<file path="src/rtl/player_floor_collide_if.sv">
// Frame-tick controls, floor inputs from floor_gen and the player outputs of player_floor_collide.
// The master drives ticks, buttons and floors; the slave is the collision stage.
interface player_floor_collide_if;
    logic        tick;
    logic        btn_left;
    logic        btn_right;
    logic [79:0] floor_x_bus;
    logic [79:0] floor_y_bus;
    logic [7:0]  floor_en;
    logic [9:0]  player_x;
    logic [9:0]  player_y;
    logic [1:0]  state;
    logic [2:0]  on_floor_idx;
    logic        hit_ceiling;
    logic        game_over;

    modport master (
        output tick, btn_left, btn_right, floor_x_bus, floor_y_bus, floor_en,
        input  player_x, player_y, state, on_floor_idx, hit_ceiling, game_over
    );

    modport slave (
        input  tick, btn_left, btn_right, floor_x_bus, floor_y_bus, floor_en,
        output player_x, player_y, state, on_floor_idx, hit_ceiling, game_over
    );
endinterface

</file>
<file path="src/rtl/player_floor_collide.sv">
// Per-frame player motion: horizontal buttons, gravity with a capped fall speed,
// landing on and riding floors, ceiling detection and death at the screen bottom.
module player_floor_collide #(
    parameter int unsigned SCREEN_W    = 640,
    parameter int unsigned SCREEN_H    = 480,
    parameter int unsigned PLAYER_SIZE = 20,
    parameter int unsigned FLOOR_HALF  = 50,
    parameter int unsigned CEIL_Y      = 10,
    parameter int unsigned STEP_X      = 4,
    parameter int unsigned MAX_FALL    = 8
) (
    input logic                  clk,
    input logic                  rst,
    player_floor_collide_if.slave bus
);

    typedef enum logic [1:0] {
        StFall  = 2'd0,
        StStand = 2'd1,
        StDead  = 2'd2
    } state_e;

    // 11-bit copies so every sum and compare has headroom over the 10-bit coordinates
    localparam logic [10:0] ScrH  = 11'(SCREEN_H);
    localparam logic [10:0] MaxPx = 11'(SCREEN_W - PLAYER_SIZE);
    localparam logic [10:0] Size  = 11'(PLAYER_SIZE);
    localparam logic [10:0] Half  = 11'(FLOOR_HALF);
    localparam logic [10:0] Ceil  = 11'(CEIL_Y);
    localparam logic [10:0] Step  = 11'(STEP_X);
    localparam logic [3:0]  MaxVy = 4'(MAX_FALL);

    logic [9:0] px_q, py_q;
    logic [3:0] vy_q;
    state_e     state_q;
    logic [2:0] idx_q;
    logic       hit_q, over_q;

    logic [10:0] fx [8];
    logic [10:0] fy [8];
    logic [7:0]  ov;
    logic [10:0] px_w, py_w, px_mv;
    logic [3:0]  vy_n;
    logic [10:0] b, b_n;
    logic        land_hit;
    logic [2:0]  land_idx;
    logic [10:0] fy_k;

    state_e      state_d;
    logic [10:0] py_d;
    logic [3:0]  vy_d;
    logic [2:0]  idx_d;

    assign px_w = {1'b0, px_q};
    assign py_w = {1'b0, py_q};

    always_comb begin
        px_mv = px_w;
        if (bus.btn_left && !bus.btn_right) begin
            px_mv = (px_w >= Step) ? px_w - Step : 11'd0;
        end else if (bus.btn_right && !bus.btn_left) begin
            px_mv = (px_w + Step > MaxPx) ? MaxPx : px_w + Step;
        end
    end

    // Overlap uses the post-move x; a floor left edge below zero is clamped to zero
    always_comb begin
        for (int i = 0; i < 8; i++) begin
            fx[i] = {1'b0, bus.floor_x_bus[i*10 +: 10]};
            fy[i] = {1'b0, bus.floor_y_bus[i*10 +: 10]};
            ov[i] = bus.floor_en[i] &&
                    (px_mv + Size > ((fx[i] < Half) ? 11'd0 : fx[i] - Half)) &&
                    (px_mv < fx[i] + Half);
        end
    end

    assign vy_n = (vy_q >= MaxVy) ? MaxVy : vy_q + 4'd1;
    assign b    = py_w + Size;
    assign b_n  = b + {7'd0, vy_n};
    assign fy_k = fy[idx_q];

    // Scan from the top index down so the lowest qualifying floor is left standing
    always_comb begin
        land_hit = 1'b0;
        land_idx = 3'd0;
        for (int i = 7; i >= 0; i--) begin
            if (ov[i] && (b <= fy[i]) && (b_n >= fy[i])) begin
                land_hit = 1'b1;
                land_idx = 3'(i);
            end
        end
    end

    always_comb begin
        state_d = state_q;
        py_d    = py_w;
        vy_d    = vy_q;
        idx_d   = idx_q;
        case (state_q)
            StFall: begin
                if (land_hit) begin
                    py_d    = fy[land_idx] - Size;
                    vy_d    = 4'd0;
                    idx_d   = land_idx;
                    state_d = StStand;
                end else if (b_n >= ScrH) begin
                    py_d    = ScrH - Size;
                    state_d = StDead;
                end else begin
                    py_d = b_n - Size;
                    vy_d = vy_n;
                end
            end
            StStand: begin
                if (!ov[idx_q] || (fy_k < Size)) begin
                    vy_d    = 4'd0;
                    state_d = StFall;
                end else if (fy_k >= ScrH) begin
                    state_d = StDead;
                end else begin
                    py_d = fy_k - Size;
                end
            end
            default: ;
        endcase
    end

    always_ff @(posedge clk) begin
        if (rst) begin
            px_q    <= 10'd310;
            py_q    <= 10'd100;
            vy_q    <= 4'd0;
            state_q <= StFall;
            idx_q   <= 3'd0;
            hit_q   <= 1'b0;
            over_q  <= 1'b0;
        end else if (bus.tick && (state_q != StDead)) begin
            px_q    <= px_mv[9:0];
            py_q    <= py_d[9:0];
            vy_q    <= vy_d;
            state_q <= state_d;
            idx_q   <= idx_d;
            hit_q   <= (state_d != StDead) && (py_d <= Ceil);
            over_q  <= (state_d == StDead);
        end
    end

    // Top bits are always zero once clamped; kept only for width-safe arithmetic
    logic unused_msb;
    assign unused_msb = px_mv[10] ^ py_d[10];

    assign bus.player_x     = px_q;
    assign bus.player_y     = py_q;
    assign bus.state        = state_q;
    assign bus.on_floor_idx = idx_q;
    assign bus.hit_ceiling  = hit_q;
    assign bus.game_over    = over_q;

endmodule

</file>
<file path="src/flat_wrapper.sv">
// flat-port wrapper written by rule: the top's interface ports become plain ports
module player_floor_collide_flat 
#(
    parameter int unsigned SCREEN_W    = 640,
    parameter int unsigned SCREEN_H    = 480,
    parameter int unsigned PLAYER_SIZE = 20,
    parameter int unsigned FLOOR_HALF  = 50,
    parameter int unsigned CEIL_Y      = 10,
    parameter int unsigned STEP_X      = 4,
    parameter int unsigned MAX_FALL    = 8
)
  (clk, rst, bus_tick, bus_btn_left, bus_btn_right, bus_floor_x_bus, bus_floor_y_bus, bus_floor_en, bus_player_x, bus_player_y, bus_state, bus_on_floor_idx, bus_hit_ceiling, bus_game_over);
  player_floor_collide_if bus_i ();
  input logic clk;
  input logic rst;
  input wire logic [$bits(bus_i.tick)-1:0] bus_tick;
  input wire logic [$bits(bus_i.btn_left)-1:0] bus_btn_left;
  input wire logic [$bits(bus_i.btn_right)-1:0] bus_btn_right;
  input wire logic [$bits(bus_i.floor_x_bus)-1:0] bus_floor_x_bus;
  input wire logic [$bits(bus_i.floor_y_bus)-1:0] bus_floor_y_bus;
  input wire logic [$bits(bus_i.floor_en)-1:0] bus_floor_en;
  output wire logic [$bits(bus_i.player_x)-1:0] bus_player_x;
  output wire logic [$bits(bus_i.player_y)-1:0] bus_player_y;
  output wire logic [$bits(bus_i.state)-1:0] bus_state;
  output wire logic [$bits(bus_i.on_floor_idx)-1:0] bus_on_floor_idx;
  output wire logic [$bits(bus_i.hit_ceiling)-1:0] bus_hit_ceiling;
  output wire logic [$bits(bus_i.game_over)-1:0] bus_game_over;
  assign bus_i.tick = bus_tick;
  assign bus_i.btn_left = bus_btn_left;
  assign bus_i.btn_right = bus_btn_right;
  assign bus_i.floor_x_bus = bus_floor_x_bus;
  assign bus_i.floor_y_bus = bus_floor_y_bus;
  assign bus_i.floor_en = bus_floor_en;
  assign bus_player_x = bus_i.player_x;
  assign bus_player_y = bus_i.player_y;
  assign bus_state = bus_i.state;
  assign bus_on_floor_idx = bus_i.on_floor_idx;
  assign bus_hit_ceiling = bus_i.hit_ceiling;
  assign bus_game_over = bus_i.game_over;
  player_floor_collide #(.SCREEN_W(SCREEN_W), .SCREEN_H(SCREEN_H), .PLAYER_SIZE(PLAYER_SIZE), .FLOOR_HALF(FLOOR_HALF), .CEIL_Y(CEIL_Y), .STEP_X(STEP_X), .MAX_FALL(MAX_FALL)) u_core (.clk(clk), .rst(rst), .bus(bus_i));
endmodule
</file>
<file path="config.mk">
export PLATFORM = sky130hd
export DESIGN_NAME = player_floor_collide_flat
export DESIGN_NICKNAME = d
export VERILOG_FILES = /design/src/rtl/player_floor_collide_if.sv /design/src/rtl/player_floor_collide.sv /design/src/flat_wrapper.sv
export SDC_FILE = /design/constraint.sdc
export NUM_CORES = 1
export LEC_CHECK = 0
export CORE_ASPECT_RATIO = 0.7
export CORE_MARGIN = 1
export CORE_UTILIZATION = 55
export DETAILED_ROUTE_END_ITERATION = 10
export HOLD_SLACK_MARGIN = 0.08
export PLACE_DENSITY = 0.87
export SYNTH_ARGS = -nofsm -noshare
export SYNTH_HDL_FRONTEND = slang
export SYNTH_SLANG_ARGS = --single-unit
export TNS_END_PERCENT = 1
</file>
<file path="constraint.sdc">
create_clock -name clk -period 18 [get_ports clk]
set_clock_uncertainty 0.2 [all_clocks]
set_input_delay 2.7 -clock clk [delete_from_list [all_inputs] [get_ports clk]]
set_output_delay 2.7 -clock clk [all_outputs]
set_load 0.01 [all_outputs]
</file>
[Yosys cells after proc, flatten, opt, wreduce, memory -nomap -nowiden]
Index checks and enable logic that the tools add are counted.
Storage, ports and cells
  register bits after elaboration: 31
  bits of input ports: 173
  output and inout bits: 27
  logic and storage cells: 185
Operators by class
  add/subtract/negate cells: 25
  magnitude comparators: 50
  equality and inequality tests: 6
  multiplexer cells: 51
  bitwise gates (word level): 2
  reductions and logical operators: 44
Operator list (number)
  two-way mux 11 bit: 20
  adder 10 x 6 -> 11 bit (second input constant): 8
  greater-or-equal comparator 11 x 10 -> 1 bit: 8
  greater-than comparator 11 bit: 8
  <= comparator 11 x 10 -> 1 bit: 8
  less-than comparator 11 bit: 8
  subtractor 10 x 6 -> 11 bit (second input constant): 8
  less-than comparator 10 x 6 -> 1 bit (second input constant): 8
  binary-select mux 11 bit (select 3 bit): 2
  logical AND 1 bit: 36
  subtractor 11 x 5 -> 11 bit (second input constant): 3
  two-way mux 3 bit: 8
  greater-or-equal comparator 11 x 9 -> 1 bit (second input constant): 2
  case mux 11 bit (2 select lines): 1
  two-way mux 4 bit: 4
  greater-or-equal comparator 4 bit (second input constant): 3
  adder 10 x 3 -> 11 bit (second input constant): 1
  adder 10 x 5 -> 11 bit (second input constant): 1
  adder 11 x 4 -> 11 bit: 1
  adder 11 x 5 -> 11 bit (second input constant): 1
  greater-than comparator 11 x 10 -> 1 bit (second input constant): 1
  <= comparator 11 x 4 -> 1 bit (second input constant): 1
  less-than comparator 11 x 5 -> 1 bit (second input constant): 1
  subtractor 10 x 3 -> 11 bit (second input constant): 1
  20 further kinds: 35

[Logic depth before layout (Yosys ltp)]
Gate-level depths: netlist (run 1).
  word-level depth: 28
  depth in mapped cells: 38
  mapped depth without buffers: 36

[Least setup slack after synthesis (run 1)]
No wires, ideal clock.
  path type: input -> register
  start: input port bus_btn_left
  end: register u_core.hit_q (netlist: u_core.bus.hit_ceiling)
  library setup time: 0.115 ns
  data arrival time: 9.233 ns
  data required time: 17.685 ns
  setup slack: 8.452 ns
  stages: 33
  path through: clkbuf_1 nor2b_1 o41ai_4 nor2_1 a21oi_1 a21oi_1 ha_1 o21ai_0 or3_1 nor3_1 xor2_1 ha_1 and3_1 nand3_1 o311ai_0 a21oi_1 o221ai_1 a21o_1 nor4b_1 inv_1 o22a_2 nand2_2 buf_6 o21ai_1 a22o_1 or3_1 ha_1 a222oi_1 o21a_1 inv_1 a31oi_1 nor4b_2 a31o_1
Between the ends
  longest elaborated chain between the ends: 27
  elaborated cells on any way between the ends: 88
RTL lines
  start: declaration: line flat_wrapper.sv:17  | input wire logic [$bits(bus_i.btn_left)-1:0] bus_btn_left;
  logical NOT 1 bit: line player_floor_collide.sv:60  | end else if (bus.btn_right && !bus.btn_left) begin
  logical AND 1 bit: line player_floor_collide.sv:60
  two-way mux 11 bit: line player_floor_collide.sv:60
  two-way mux 11 bit *: line player_floor_collide.sv:58  | if (bus.btn_left && !bus.btn_right) begin
  net u_core.px_mv[3]: line player_floor_collide.sv:41  | logic [10:0] px_w, py_w, px_mv;
  adder 11 x 5 -> 11 bit: line player_floor_collide.sv:71  | (px_mv + Size > ((fx[i] < Half) ? 11'd0 : fx[i] - Half)) &&
  greater-than comparator 11 bit: line player_floor_collide.sv:71
  logical AND 1 bit: line player_floor_collide.sv:70  | ov[i] = bus.floor_en[i] &&
  [11 not listed]
  inverter 3 -> 4 bit (not written as such): line player_floor_collide.sv:101  | py_d = fy[land_idx] - Size;
  binary-select mux 11 bit (select 3 bit): line player_floor_collide.sv:101
  two-way mux 11 bit (not written as such) (2 in a row): line player_floor_collide.sv:101
  subtractor 11 x 5 -> 11 bit: line player_floor_collide.sv:101
  two-way mux 11 bit: line player_floor_collide.sv:100  | if (land_hit) begin
  case mux 11 bit (2 select lines): line player_floor_collide.sv:98  | case (state_q)
  <= comparator 11 x 4 -> 1 bit: line player_floor_collide.sv:142  | hit_q <= (state_d != StDead) && (py_d <= Ceil);
  logical AND 1 bit *: line player_floor_collide.sv:142
  end signal: assignment: line player_floor_collide.sv:142
  end: declaration: line player_floor_collide.sv:36  | logic hit_q, over_q;
Mark *: on every way through the listed nets, which the timed path passes. The rest lies on a longest branch. The select of a mux whose other input is x is not followed.
A chain may end at the register's enable or synchronous reset.

[Worst setup path after layout (run 1)]
  start: input port bus_btn_right
  end: register u_core.hit_q (netlist: u_core.bus.hit_ceiling)
Between the ends
  longest elaborated chain between the ends: 26
  elaborated cells on any way between the ends: 88
RTL lines
  start: declaration: line flat_wrapper.sv:18  | input wire logic [$bits(bus_i.btn_right)-1:0] bus_btn_right;
  logical AND 1 bit or logical NOT 1 bit (tied branches): line player_floor_collide.sv:60, player_floor_collide.sv:58
  two-way mux 11 bit or logical AND 1 bit (tied branches): line player_floor_collide.sv:60, player_floor_collide.sv:58
  two-way mux 11 bit *: line player_floor_collide.sv:58
  net u_core.px_mv[5]: line player_floor_collide.sv:41
  adder 11 x 5 -> 11 bit: line player_floor_collide.sv:71
  greater-than comparator 11 bit: line player_floor_collide.sv:71
  logical AND 1 bit: line player_floor_collide.sv:70
  logical AND 1 bit: line player_floor_collide.sv:71
  [10 not listed]
  inverter 3 -> 4 bit (not written as such): line player_floor_collide.sv:101
  binary-select mux 11 bit (select 3 bit): line player_floor_collide.sv:101
  two-way mux 11 bit (not written as such) (2 in a row): line player_floor_collide.sv:101
  subtractor 11 x 5 -> 11 bit: line player_floor_collide.sv:101
  two-way mux 11 bit: line player_floor_collide.sv:100
  case mux 11 bit (2 select lines): line player_floor_collide.sv:98
  <= comparator 11 x 4 -> 1 bit: line player_floor_collide.sv:142
  logical AND 1 bit *: line player_floor_collide.sv:142
Marked as above.

==> run metrics, run 1 <==
Comb pwr share between 90% and 100%; sequential share of power 5.9%; die width 201.1 um; Gates resized, CTS repair 0; clock buffer depth 2; Rows 50; Cell variety after synth 104; chip height approximately 140 um; I/O pin count 200; post-synthesis sequential area ratio 4.068%; initial antenna violation count 0; Tmin final 11.47 ns; CTS tree done; RD Place Congestion 1.036; Syn Nets 2549; fraction of final layout cells sized beyond drive strength 1 under 10%; CTS HTree Levels 2; CP max-delay cell nor4b_1; final worst path period share between 60% and 70%; Die ar. between 20000 and 30000 sq um; Final ANT Viol Nets 0; Post-synth top cells 355 x ha_1, 187 x nand2_1, 162 x inv_1; port bufs approximately 200; setup TNS 0 ns; largest net degree at the start of global routing 37; clock slew at reported path FFs 0.05 ns; initial DRC count 1717; number of synthesized flops with an enable pin 0; Cell Pwr Density 124.0 nW/um^2; Cell Area, Placed 17670 sq um; Rel. slew slack ~16%; most used flip-flop cell after synthesis dfxtp_1; Design Area, Final 17810 sq um; post-synthesis cell count 2020; ANT cells 0; critical path class in2reg; area of the mapped netlist approximately 15000 sq um; crit end category register; hold violation count in the final report 0; number of remaining DRC errors 0; post-CTS setup buffer count 0; internal cell power around 930 uW; Critical Path AT 11.44 ns; WL/cell 23.51 um; sw power 1.282 mW; core area between 20000 and 30000 sq um; unrepaired setup endpoints after global routing false; Initial Util 56.58%; clock power share 3.8%; Synth Register Bits 31; via count between 15000 and 20000; peak supply drop ~0.000093 V; grt ovf 0; Synth-to-Final Area Change 16.73%; largest stage delay on the critical path roughly 0.73 ns; worst slew pin tran 1.243 ns; share of Yosys cell area claimed by the top area cell type 29.11%; Leak Pwr 8.291 nW; vias per cell 6.672; Req. time, crit path 17.97 ns; gr usage total 40.95%; HPWL Detailed ~49 mm; max-cap check violation count 0; Worst Setup Start Kind primary input; status finished, final reports clean; Hold Path Class reg2reg; pins over their slew limit 0; top-count cell post-synth ha_1; cts bufs inserted 5; CTS root buf clkbuf_16; vias in the first global route 15670; Final nets 2718; largest cells by area after synthesis ha_1 29%, xnor2_1 5.0%, nand2_1 4.6%; Synth async-reset ratio 0%; first-pass GRT wire length 90.56 mm; cts hold-fix bufs 0; Max Freq 87.16 MHz; critical path fanouts, max 36; first drt pass iteration count 8; overall power 2.209 mW; Sink Count 31; Syn. warnings 0; Sw Ratio approximately 58%; final setup vio count 0; area leader, netlist ha_1; WL final 60.04 mm; Mapped Avg Cell Area between 7 and 8 sq um; clock latency on the worst-skew pair approximately 0.28 ns
==> sequential cells by signal (all words and copies together) (netlist names) <==
signal and cells:
u_core.bus.game_over 1, u_core.bus.hit_ceiling 1, u_core.bus.on_floor_idx 3, u_core.bus.player_x 10, u_core.bus.player_y 10, u_core.bus.state 2, u_core.vy_q 4
==> power by group through the flow <==
stage	sequential, mW	clock (mW)	combinational [mW]
after global placement	0.128	0	1.85
after global routing	0.133	0.0847	2.16
after floorplan	0.114	0	1.28
after detailed placement	0.129	0	1.91
after CTS	0.128	0.0821	1.92
final	0.129	0.0828	2.00
==> final timing paths <==
path,start,to,slack (ns),depth (start not counted)
worst min-delay path,u_core.bus.game_over$_SDFFE_PP0P_,u_core.bus.game_over$_SDFFE_PP0P_,0.34,2
worst min register to register,u_core.bus.game_over$_SDFFE_PP0P_,u_core.bus.game_over$_SDFFE_PP0P_,0.34,2
worst max-delay path,bus_btn_right,u_core.bus.hit_ceiling$_SDFFE_PP0P_,6.53,32
worst max register to register,u_core.bus.player_x[2]$_SDFFE_PP1P_,u_core.bus.hit_ceiling$_SDFFE_PP0P_,7.92,36
==> cell families after synthesis <==
logic type / after synthesis / share of synthesized area, %
buffers and inverters: 227 / 5.978
XOR/XNOR: 134 / 7.692
adder cells (fa/ha/maj): 356 / 29.24
flip-flops: 31 / 4.068
AND/OR/NAND/NOR: 695 / 23.63
AO/OA/AOI/OAI: 507 / 23.11
multiplexers: 70 / 6.274
==> through the flow <==
step	cells	util, %	setup slack [ns]	hold WS (ns)
3_3_place_gp	2546	65.54	6.992	0.3092
6_report	2554	66.05	6.527	0.3379
3_5_place_dp	2546	65.54	6.767	0.3220
2_1_floorplan	2020	-	8.452	0.3055
4_1_cts	2554	66.05	6.998	0.3419
5_1_grt	2554	66.05	6.124	0.3668
==> metal layers <==
layer	wire [um]	track usage (%)
met1	26470	59.48
met2	23470	58.08
met3	8829	13.14
met4	1266	8.196
met5	0	0
==> cell type report <==
type                       instances  area [sq um]
clock buffer                       7         132.6
clock inverter                     1         5.005
fill                            2329          9154
inverter                         163         611.8
multi-input combinational       1762         13790
sequential                        31         620.6
tap                              364         455.4
timing repair buffer             226          2195
==> layout by cell type, fill, tap and decap left out, drive strengths merged, types with 48 or more instances in the layout <==
cell and count:
ha 355, clkdlybuf4s50 199, nand2 188, inv 162, nor2 111, o21ai 109
a21oi 98, nand3 92, xnor2 87, mux2i 48, nor3 48
==> worst max-delay path, delay by kind of cell <==
| kind | cells | cell delay (ns) |
|---|---|---|
| multiplexers | 1 | 0.16 |
| buffers and inverters | 4 | 1.32 |
| AO/OA/AOI/OAI | 12 | 2.81 |
| XOR/XNOR | 1 | 0.17 |
| AND/OR/NAND/NOR | 12 | 3.62 |
| adder cells (fa/ha/maj) | 2 | 0.65 |
Power figures use the tool's default switching activity.
==> run 2: changes to the inputs <==
==> constraint.sdc (replaced) <==
create_clock -name clk -period 11.2 [get_ports clk]
set_clock_uncertainty 0.2 [all_clocks]
set_input_delay 1.68 -clock clk [delete_from_list [all_inputs] [get_ports clk]]
set_output_delay 1.68 -clock clk [all_outputs]
set_load 0.01 [all_outputs]
==> run metrics, run 2 (synthesized netlist as in run 1, its figures left out) <==
final worst path period share about 90%; final setup vio count 0; unrepaired setup endpoints after global routing false; peak supply drop roughly 0.00015 V; crit end category register; RD Place Congestion 1.069; clock latency on the worst-skew pair 0.28 ns; Critical path origin bus_btn_left; post-CTS setup buffer count 0; overall power 3.561 mW; initial antenna violation count 1; cts hold-fix bufs 0; CTS HTree Levels 2; Critical Path AT 9.89 ns; most common cell after layout, fill and taps aside ha_1; Hold Path Class reg2reg; Rows 50; Leak Pwr between 8 and 9 nW; vias per cell 6.661; Final ANT Viol Nets 0; WL final 59.19 mm; HPWL Detailed 48.33 mm; status finished, final reports clean; number of remaining DRC errors 0; Worst Setup Start Kind primary input; first drt pass iteration count 6; Tmin final 9.917 ns; most frequent cells in the layout 355 x ha_1, 199 x clkdlybuf4s50_1, 187 x nand2_1, 162 x inv_1, 111 x nor2_1; CTS root buf clkbuf_16; largest stage delay on the critical path ~0.70 ns; initial DRC count 1828; FF-to-FF End u_core.bus.hit_ceiling$_SDFFE_PP0P_; Gates resized, CTS repair 0; core area 26960 sq um; Final nets between 2000 and 3000; Max Freq 100.8 MHz; hold violation count in the final report 0; worst r2r src u_core.bus.player_x[2]$_SDFFE_PP1P_; via count 17040; critical path class in2reg; port bufs 199; Synth-to-Final Area Change 17.13%; Cell Pwr Density 199.3 nW/um^2; chip height between 100 and 150 um; CTS tree done; Req. time, crit path 11.18 ns; Rel. slew slack a little over a fifth; worst slew pin tran ~1.2 ns; pins over their slew limit 0; fraction of final layout cells sized beyond drive strength 1 ~5.2%; Initial Util about 57%; max-cap check violation count 0; Die ar. 28420 sq um; critical path fanouts, max 12; gr usage total 40.63%; setup TNS 0 ns; largest net degree at the start of global routing 37; reg2reg path depth 36; Sink Count 31; CP endpoint u_core.bus.hit_ceiling$_SDFFE_PP0P_; CP max-delay cell clkdlybuf4s50_1; I/O pin count 200; clock slew at reported path FFs 0.06 ns; die width 201.1 um; WL/cell 23.14 um; Register-to-Register Setup Slack 1.36 ns; vias in the first global route 15760; Hold Path Origin u_core.bus.game_over$_SDFFE_PP0P_; first-pass GRT wire length 90.46 mm; clock buffer depth 2; grt ovf 0; Hold Crit Depth 2; cts bufs inserted 5
==> run 2: per-layer routing <==
metal / wire length, um / GRT usage [%] / share of wire [%]
met5: 0 / 0 / 0
met1: 26510 / 59.83 / 45
met4: 1524 / 10.85 / 2.6
met3: 7801 / 9.830 / 13
met2: 23350 / 57.88 / 39
==> run 2: worst max-delay path: cells and delay by family <==
kind	cells	cell delay [ns]
xor+xnor	1	0.60
simple gates	11	2.71
fa+ha+maj	3	0.80
buf+inv	4	1.11
compound gates	13	2.97
==> run 2: layout make-up <==
| type | instances | area [sq um] |
|---|---|---|
| Antenna cell | 1 | 2.502 |
| Clock buffer | 6 | 138.9 |
| Clock inverter | 2 | 35.03 |
| Fill cell | 2388 | 9092 |
| Inverter | 163 | 611.8 |
| Multi-Input combinational cell | 1762 | 13790 |
| Sequential cell | 31 | 620.6 |
| Tap cell | 364 | 455.4 |
| Timing Repair Buffer | 229 | 2217 |
==> run 2: worst min path at each step <==
stage / to / slack (ns)
2_1_floorplan: u_core.vy_q[2]$_SDFFE_PP0P_ / 0.31
3_3_place_gp: u_core.bus.game_over$_SDFFE_PP0P_ / 0.31
3_5_place_dp: u_core.bus.game_over$_SDFFE_PP0P_ / 0.31
4_1_cts: u_core.bus.game_over$_SDFFE_PP0P_ / 0.33
5_1_grt: u_core.bus.player_y[3]$_SDFFE_PP0P_ / 0.36
6_report: u_core.bus.game_over$_SDFFE_PP0P_ / 0.32
==> run 2: where the power goes <==
| group | switching [mW] | leakage [nW] | internal, mW |
|---|---|---|---|
| sequential | 0.0673 | 0.254 | 0.140 |
| combinational | 1.92 | 7.98 | 1.27 |
| clock | 0.0507 | 0.0869 | 0.111 |
| total | 2.04 | 8.32 | 1.52 |
==> run 2: metrics by stage <==
| step | cell area [sq um] | std cells | hold slack, ns | setup slack, ns | util (%) |
|---|---|---|---|---|---|
| 6_report | 17870 | 2558 | 0.3237 | 1.283 | 66.28 |
| 3_3_place_gp | 17690 | 2549 | 0.3090 | 1.573 | 65.62 |
| 4_1_cts | 17870 | 2557 | 0.3258 | 1.606 | 66.27 |
| 3_5_place_dp | 17690 | 2549 | 0.3142 | 1.355 | 65.62 |
| 2_1_floorplan | 15260 | 2020 | 0.3055 | 2.672 | - |
| 5_1_grt | 17870 | 2558 | 0.3595 | 0.7724 | 66.28 |
